## src/rtl/irq_pending_arbiter.sv

```systemverilog
// irq_pending_arbiter: captures request edges into pending bits and offers the highest enabled one over valid/ack
module irq_pending_arbiter #(
  parameter int EDGE_MODE = 1
) (
  input  logic       clk,
  input  logic       rst_n,
  input  logic [7:0] req,
  input  logic [7:0] mask,
  input  logic       vec_ack,
  output logic       vec_valid,
  output logic [2:0] vec,
  output logic [7:0] pending,
  output logic [7:0] overrun
);
  typedef enum logic {IDLE, OFFER} state_t;
  state_t     r_state, w_state_nxt;
  logic [7:0] r_req_q, r_pending, r_overrun;
  logic [7:0] w_rise, w_clr, w_elig, w_pending_nxt, w_overrun_nxt;
  logic [2:0] r_vec, w_vec_nxt, w_sel;
  logic       w_ack;
  assign w_ack         = (r_state == OFFER) && vec_ack;
  assign w_rise        = req & ~r_req_q;
  assign w_clr         = w_ack ? (8'd1 << r_vec) : 8'd0;
  assign w_elig        = r_pending & mask;
  assign w_pending_nxt = (EDGE_MODE != 0) ? ((r_pending & ~w_clr) | w_rise) : req;
  assign w_overrun_nxt = (r_overrun | (w_rise & r_pending)) & ~w_clr;
  assign vec_valid     = (r_state == OFFER);
  assign vec           = r_vec;
  assign pending       = r_pending;
  assign overrun       = r_overrun;
  // highest set bit of the eligible lines wins
  always_comb begin
    w_sel = 3'd0;
    for (int i = 0; i < 8; i++) w_sel = w_elig[i] ? 3'(i) : w_sel;
  end
  // offer is latched on entry to OFFER and held until acknowledged
  always_comb begin
    w_state_nxt = r_state;
    w_vec_nxt   = r_vec;
    if (r_state == IDLE) begin
      w_state_nxt = (w_elig != 8'd0) ? OFFER : IDLE;
      w_vec_nxt   = (w_elig != 8'd0) ? w_sel : r_vec;
    end else begin
      w_state_nxt = vec_ack ? IDLE : OFFER;
    end
  end
  // state, offer and capture registers
  always_ff @(posedge clk or negedge rst_n) begin
    if (!rst_n) begin
      r_state   <= IDLE;
      r_vec     <= 3'd0;
      r_req_q   <= 8'd0;
      r_pending <= 8'd0;
      r_overrun <= 8'd0;
    end else begin
      r_state   <= w_state_nxt;
      r_vec     <= w_vec_nxt;
      r_req_q   <= req;
      r_pending <= w_pending_nxt;
      r_overrun <= w_overrun_nxt;
    end
  end
endmodule

```

## config.mk

```make
export PLATFORM = sky130hd
export DESIGN_NAME = irq_pending_arbiter
export DESIGN_NICKNAME = d
export VERILOG_FILES = /design/src/rtl/irq_pending_arbiter.sv
export SDC_FILE = /design/constraint.sdc
export NUM_CORES = 1
export LEC_CHECK = 0
export CAP_MARGIN = 20
export CELL_PAD_IN_SITES_DETAIL_PLACEMENT = 0
export CELL_PAD_IN_SITES_GLOBAL_PLACEMENT = 1
export CORE_AREA = 2 2 61 63
export CTS_CLUSTER_SIZE = 30
export DETAILED_ROUTE_END_ITERATION = 10
export DIE_AREA = 0 0 63 65
export HOLD_SLACK_MARGIN = 0.08
export PLACE_DENSITY_LB_ADDON = 0.05
export SYNTH_ARGS = -nofsm -noshare
export SYNTH_HDL_FRONTEND = slang
export SYNTH_SLANG_ARGS = --single-unit
```

## constraint.sdc

```tcl
create_clock -name clk -period 1.44 [get_ports clk]
set_input_delay 0.288 -clock clk [delete_from_list [all_inputs] [get_ports clk]]
set_output_delay 0.288 -clock clk [all_outputs]
set_load 0.005 [all_outputs]
```

==> results of run 1 <==
[cell type report]
type | instances | area [um2] | area share, %
clock buffers | 4 | 36.28 | 1.988
inverters | 2 | 7.507 | 0.4112
flip-flops and latches | 28 | 704.4 | 38.59
repair buffers | 71 | 606.8 | 33.24
well taps | 48 | 60.06 | 3.290
multi-input cells | 66 | 410.4 | 22.48
[cell families after synthesis]
| group | count (synthesis) | synth area share, % |
|---|---|---|
| compound gates | 33 | 19.05 |
| simple gates | 31 | 13.98 |
| flops | 28 | 63.13 |
| buf+inv | 3 | 1.127 |
| mux | 2 | 2.706 |
[metal layers]
metal | GRT usage (%) | up-vias | routed length, um
li1 | - | 493 | -
met1 | 18.09 | 470 | 1278
met2 | 23.67 | 23 | 1312
met3 | 4.514 | 4 | 130
met4 | 4.167 | 0 | 31
met5 | 0 | - | 0
[synth_stat cells]
library cell	instances	share of area [%]
mux2_4	2	2.7
inv_1	2	0.68
nor2_1	1	0.34
a21oi_2	1	0.79
a22o_1	2	1.6
nand2_1	14	4.7
a21o_1	8	5.4
nand3_1	3	1.4
nor2b_1	9	5.1
dfrtp_1	28	63
o211ai_1	2	1.4
a22oi_1	1	0.68
nor2_2	1	0.56
and3_1	2	1.1
a21oi_1	13	5.9
and3b_1	1	0.79
a31oi_1	3	1.7
buf_2	1	0.45
a32oi_1	1	0.79
o21ai_0	2	0.90
[per-stage QoR]
step	TNS (ns)	hold WS, ns
2_1_floorplan	0	-0.007591
3_5_place_dp	-1.391	0.5165
3_3_place_gp	-1.594	0.5110
6_report	-0.08908	0.3175
5_1_grt	-0.2042	0.3230
4_1_cts	-0.1310	0.3140
[repair_timing]
action	in CTS	in global routing
pin swaps	0	1
setup buffers	11	4
resized for setup	28	4
endpoints found under the setup margin	20	5
[power groups by stage]
stage,clock network [mW],registers (mW),logic [mW]
floorplan,0,1.23,0.397
global route,0.435,1.17,1.55
finish,0.381,1.14,1.42
global placement,0,1.22,1.22
CTS,0.405,1.15,1.33
detailed placement,0,1.22,1.23
[flip-flops by register name, indices dropped and copies added, names as in the netlist]
register   flops
overrun        8
pending        8
r_req_q        8
vec            3
vec_valid      1
[worst max-delay path, cell delays in order, from the launching register on]
cell     delay (ns)
dfrtp_1        0.40
buf_4          0.13
a22o_1         0.21
and3b_2        0.27
a21oi_4        0.07
mux2_4         0.30
[how the worst max path moves through the flow]
| stage | from | to | slack, ns | cells past startpoint |
|---|---|---|---|---|
| 2_1_floorplan | pending[4] | vec[0] | 0.08 | 4 |
| 3_3_place_gp | mask[4] | vec[0] | -0.32 | 5 |
| 3_5_place_dp | mask[5] | vec[1] | -0.35 | 5 |
| 4_1_cts | pending[4] | vec[1] | -0.07 | 5 |
| 5_1_grt | pending[4] | vec[1] | -0.11 | 5 |
| 6_report | pending[4] | vec[1] | -0.05 | 5 |
==> flow_summary.ini, run 1 <==
[synthesis]
post_synth.cell_area_avg_um2 = 11.44
synth_warnings = 0
synth_cells = 97
seq_area_frac_synth_pct = 63.13
synth_nets = 116
yosysUniqueCellTypes = 20
synth_area_mm2 = 0.001110
synth_seq_cells = 28

[layout]
post-route-cell-area_mm2 = 0.001826
antenna_cells = 0
area_growth_pct = 64.49
drive_gt1_share_pct = 27.49
finish.utilization_pct = 52.22
layout_commonest_cell = buf_4
layout.nets = 191
final_cell_mix = 32 x buf_4, 25 x dfrtp_1, 18 x clkdlybuf4s50_1, 16 x dlygate4sd2_1, 14 x nand2_1
fin_cells = 219
fill_cells = 365

[die]
dieArea_mm2 = 0.004095
die_w_um = 63
die_h_um = 65
coreArea_mm2 = 0.003496
num_rows = 22
ios = 39
initial_core_util_pct = 31.75

[placed_design]
gp_congestion = 0.7855
dp_hpwl_um = 2024
placed_area_mm2 = 0.001680
place_ws_ns = -0.3533
portBuffers = 38
placed_cells = 200

[critical_path]
crit_arrival_ns = 1.72
regToRegSetupSlack_ns = -0.05
cp_max_fo = 3
cp_data_required_time_ns = 1.67
startpoint_type = register
r2r-start = pending[4]
crit_type = reg -> reg
worstSetupEndpointType = register
rr_endpoint = vec[1]
reg2reg_depth = 5

[cts]
insertion_delay_ns = 0.33
numCtsBuffers = 3
path_clk_slew_ns = 0.14
htree_levels = 1
clockBufferDepth = 2
cts_tree = yes
cts_sinks = 28
cts_root_buf = clkbuf_4
ctsHoldBuffers = 0

[pwr]
p_seq_share_pct = 38.7
p_sw_share_pct = 31.24
p_total_mw = 2.934
clock_power_share_pct = 13.0
leakage_nw = 0.7812
p_comb_share_pct = 48.3
p_sw_mw = 0.9164
powerDensity_mw_per_mm2 = 1607
p_int_mw = 2.017
ir_drop_v = 0.0007341

[timing]
worst_slew_pin_slew_ns = 0.3592
rsz0062_at_grt = yes
final.period_utilization_pct = 103.4
slew_headroom_pct = 76.05
finClkSkew_ns = 0.006570
timing.fmax_mhz = 671.6
setup_violations = 2
postLayoutSetupSlackWorst_ns = -0.04909
final_hold_viol_count = 0
slew_viol_final = 0
period_needed_ns = 1.489

[job]
cap_violations = 0

[grt]
grt_pass1_vias = 994
grt_pass1_wl_um = 4491
grt_max_degree = 29
globalRoute.totalOverflow = 0
grt_usage_pct = 14.36
antenna_found_initial = 0

[route]
routed-via-count = 990
via_per_inst = 4.521
drt_first_iter_violations = 21
remaining_drc_errors = 0
ant_nets = 0
totalWireLength_um = 2753
wl_per_cell_um = 12.57
drt_first_pass_iters = 3

[run_status]
violations = setup timing
status = finished, violations left

[hold_path]
hp-class = in -> async
Note: power is estimated with default switching activity, not from simulation.
==> run 2: changes to the inputs <==
--- a/config.mk
+++ b/config.mk
@@ -14,6 +14,7 @@
 export DIE_AREA = 0 0 63 65
 export HOLD_SLACK_MARGIN = 0.08
 export PLACE_DENSITY_LB_ADDON = 0.05
+export RECOVER_POWER = 50
 export SYNTH_ARGS = -nofsm -noshare
 export SYNTH_HDL_FRONTEND = slang
 export SYNTH_SLANG_ARGS = --single-unit
==> flow_summary.ini, run 2 (same netlist as run 1, synthesis figures left out) <==
[run_status]
status = finished, violations left
violations = setup timing

[grt]
antenna_found_initial = 0
grt_max_degree = 29
grt_pass1_vias = 994
globalRoute.totalOverflow = 0
grt_pass1_wl_um = 4491
grt_usage_pct = 14.36

[route]
via_per_inst = 4.525
routed-via-count = 991
drt_first_pass_iters = 3
ant_nets = 0
drt_first_iter_violations = 26
totalWireLength_um = 2749
wl_per_cell_um = 12.55
remaining_drc_errors = 0

[timing]
slew_headroom_pct = 53.68
slew_viol_final = 0
rsz0062_at_grt = yes
finalHoldWorstSlack_ns = 0.5130
timing.fmax_mhz = 671.6
final_hold_viol_count = 0
postLayoutSetupSlackWorst_ns = -0.04909
final.period_utilization_pct = 103.4
worst_slew_pin_slew_ns = 0.6947
setup_violations = 2
finClkSkew_ns = 0.006570
period_needed_ns = 1.489
fin_tns_setup_ns = -0.08908

[die]
die_w_um = 63
die_h_um = 65
ios = 39
initial_core_util_pct = 31.75
dieArea_mm2 = 0.004095
num_rows = 22
coreArea_mm2 = 0.003496

[layout]
layout.nets = 191
fin_cells = 219
area_growth_pct = 64.26
final_cell_mix = 31 x buf_4, 25 x dfrtp_1, 16 x dlygate4sd2_1, 14 x nand2_1, 13 x a21oi_1
layout_commonest_cell = buf_4
antenna_cells = 0
finish.utilization_pct = 52.15
drive_gt1_share_pct = 27.49

[placed_design]
place_ws_ns = -0.3533
placed_cells = 200
portBuffers = 38
gp_congestion = 0.7855
dp_hpwl_um = 2024

[cts]
htree_levels = 1
cts_root_buf = clkbuf_4
clockBufferDepth = 2
cts_tree = yes
numCtsBuffers = 3
insertion_delay_ns = 0.33
path_clk_slew_ns = 0.14
cts_sinks = 28
ctsHoldBuffers = 0

[job]
cap_violations = 0

[pwr]
ir_drop_v = 0.0007341
powerDensity_mw_per_mm2 = 1606
leakage_nw = 0.7830

[critical_path]
startpoint_type = register
crit_type = reg -> reg
cp_data_required_time_ns = 1.67
crit_arrival_ns = 1.72
worstSetupEndpointType = register
cp_max_fo = 3

[hold_path]
hp-class = in -> async
-- run 2: metrics by stage --
step	total power, mW	instance area (um2)
after floorplan	1.629	1110
after global routing	3.147	1823
after global placement	2.442	1680
after CTS	2.885	1790
final	2.928	1823
after detailed placement	2.450	1680
-- run 2: what timing repair did --
item                                    CTS  global route
pin swaps                                 0             1
setup buffers                            11             4
endpoints found under the setup margin   20             5
gates resized for setup                  28             4
-- run 2: final timing paths --
kind	cells after the start	start	end	slack, ns
max	5	pending[4]	vec[1]	-0.05
min	2	rst_n	pending[0]	0.51
max reg2reg	5	pending[4]	vec[1]	-0.05
min reg2reg	2	overrun[0]	overrun[0]	0.54
max in group asynchronous	2	rst_n	vec_valid	0.44
min in group clk	1	req[5]	r_req_q[5]	0.52
-- run 2: report_power, final --
group / internal, mW / switching, mW / leakage [nW]
sequential: 1.01 / 0.125 / 0.287
combinational: 0.846 / 0.566 / 0.475
clock: 0.155 / 0.226 / 0.0210
-- run 2: final cells by class --
type	instances	area, um2
fill	366	1673
inverter	2	7.507
sequential	28	704.4
tap	48	60.06
clock buffer	4	36.28
multi-input combinational	66	410.4
timing repair buffer	71	604.3
-- run 2: per-layer routing --
metal	GRT usage, %	wire, um	up-vias
li1	-	-	493
met1	18.09	1275	471
met2	23.67	1312	23
met5	0	0	-
met3	4.514	129	4
met4	4.167	31	0
-- run 2: critical path: stages, from the launching register on --
cell and delay (ns):
dfrtp_1 0.40, buf_4 0.13, a22o_1 0.21, and3b_2 0.27, a21oi_4 0.07, mux2_4 0.30
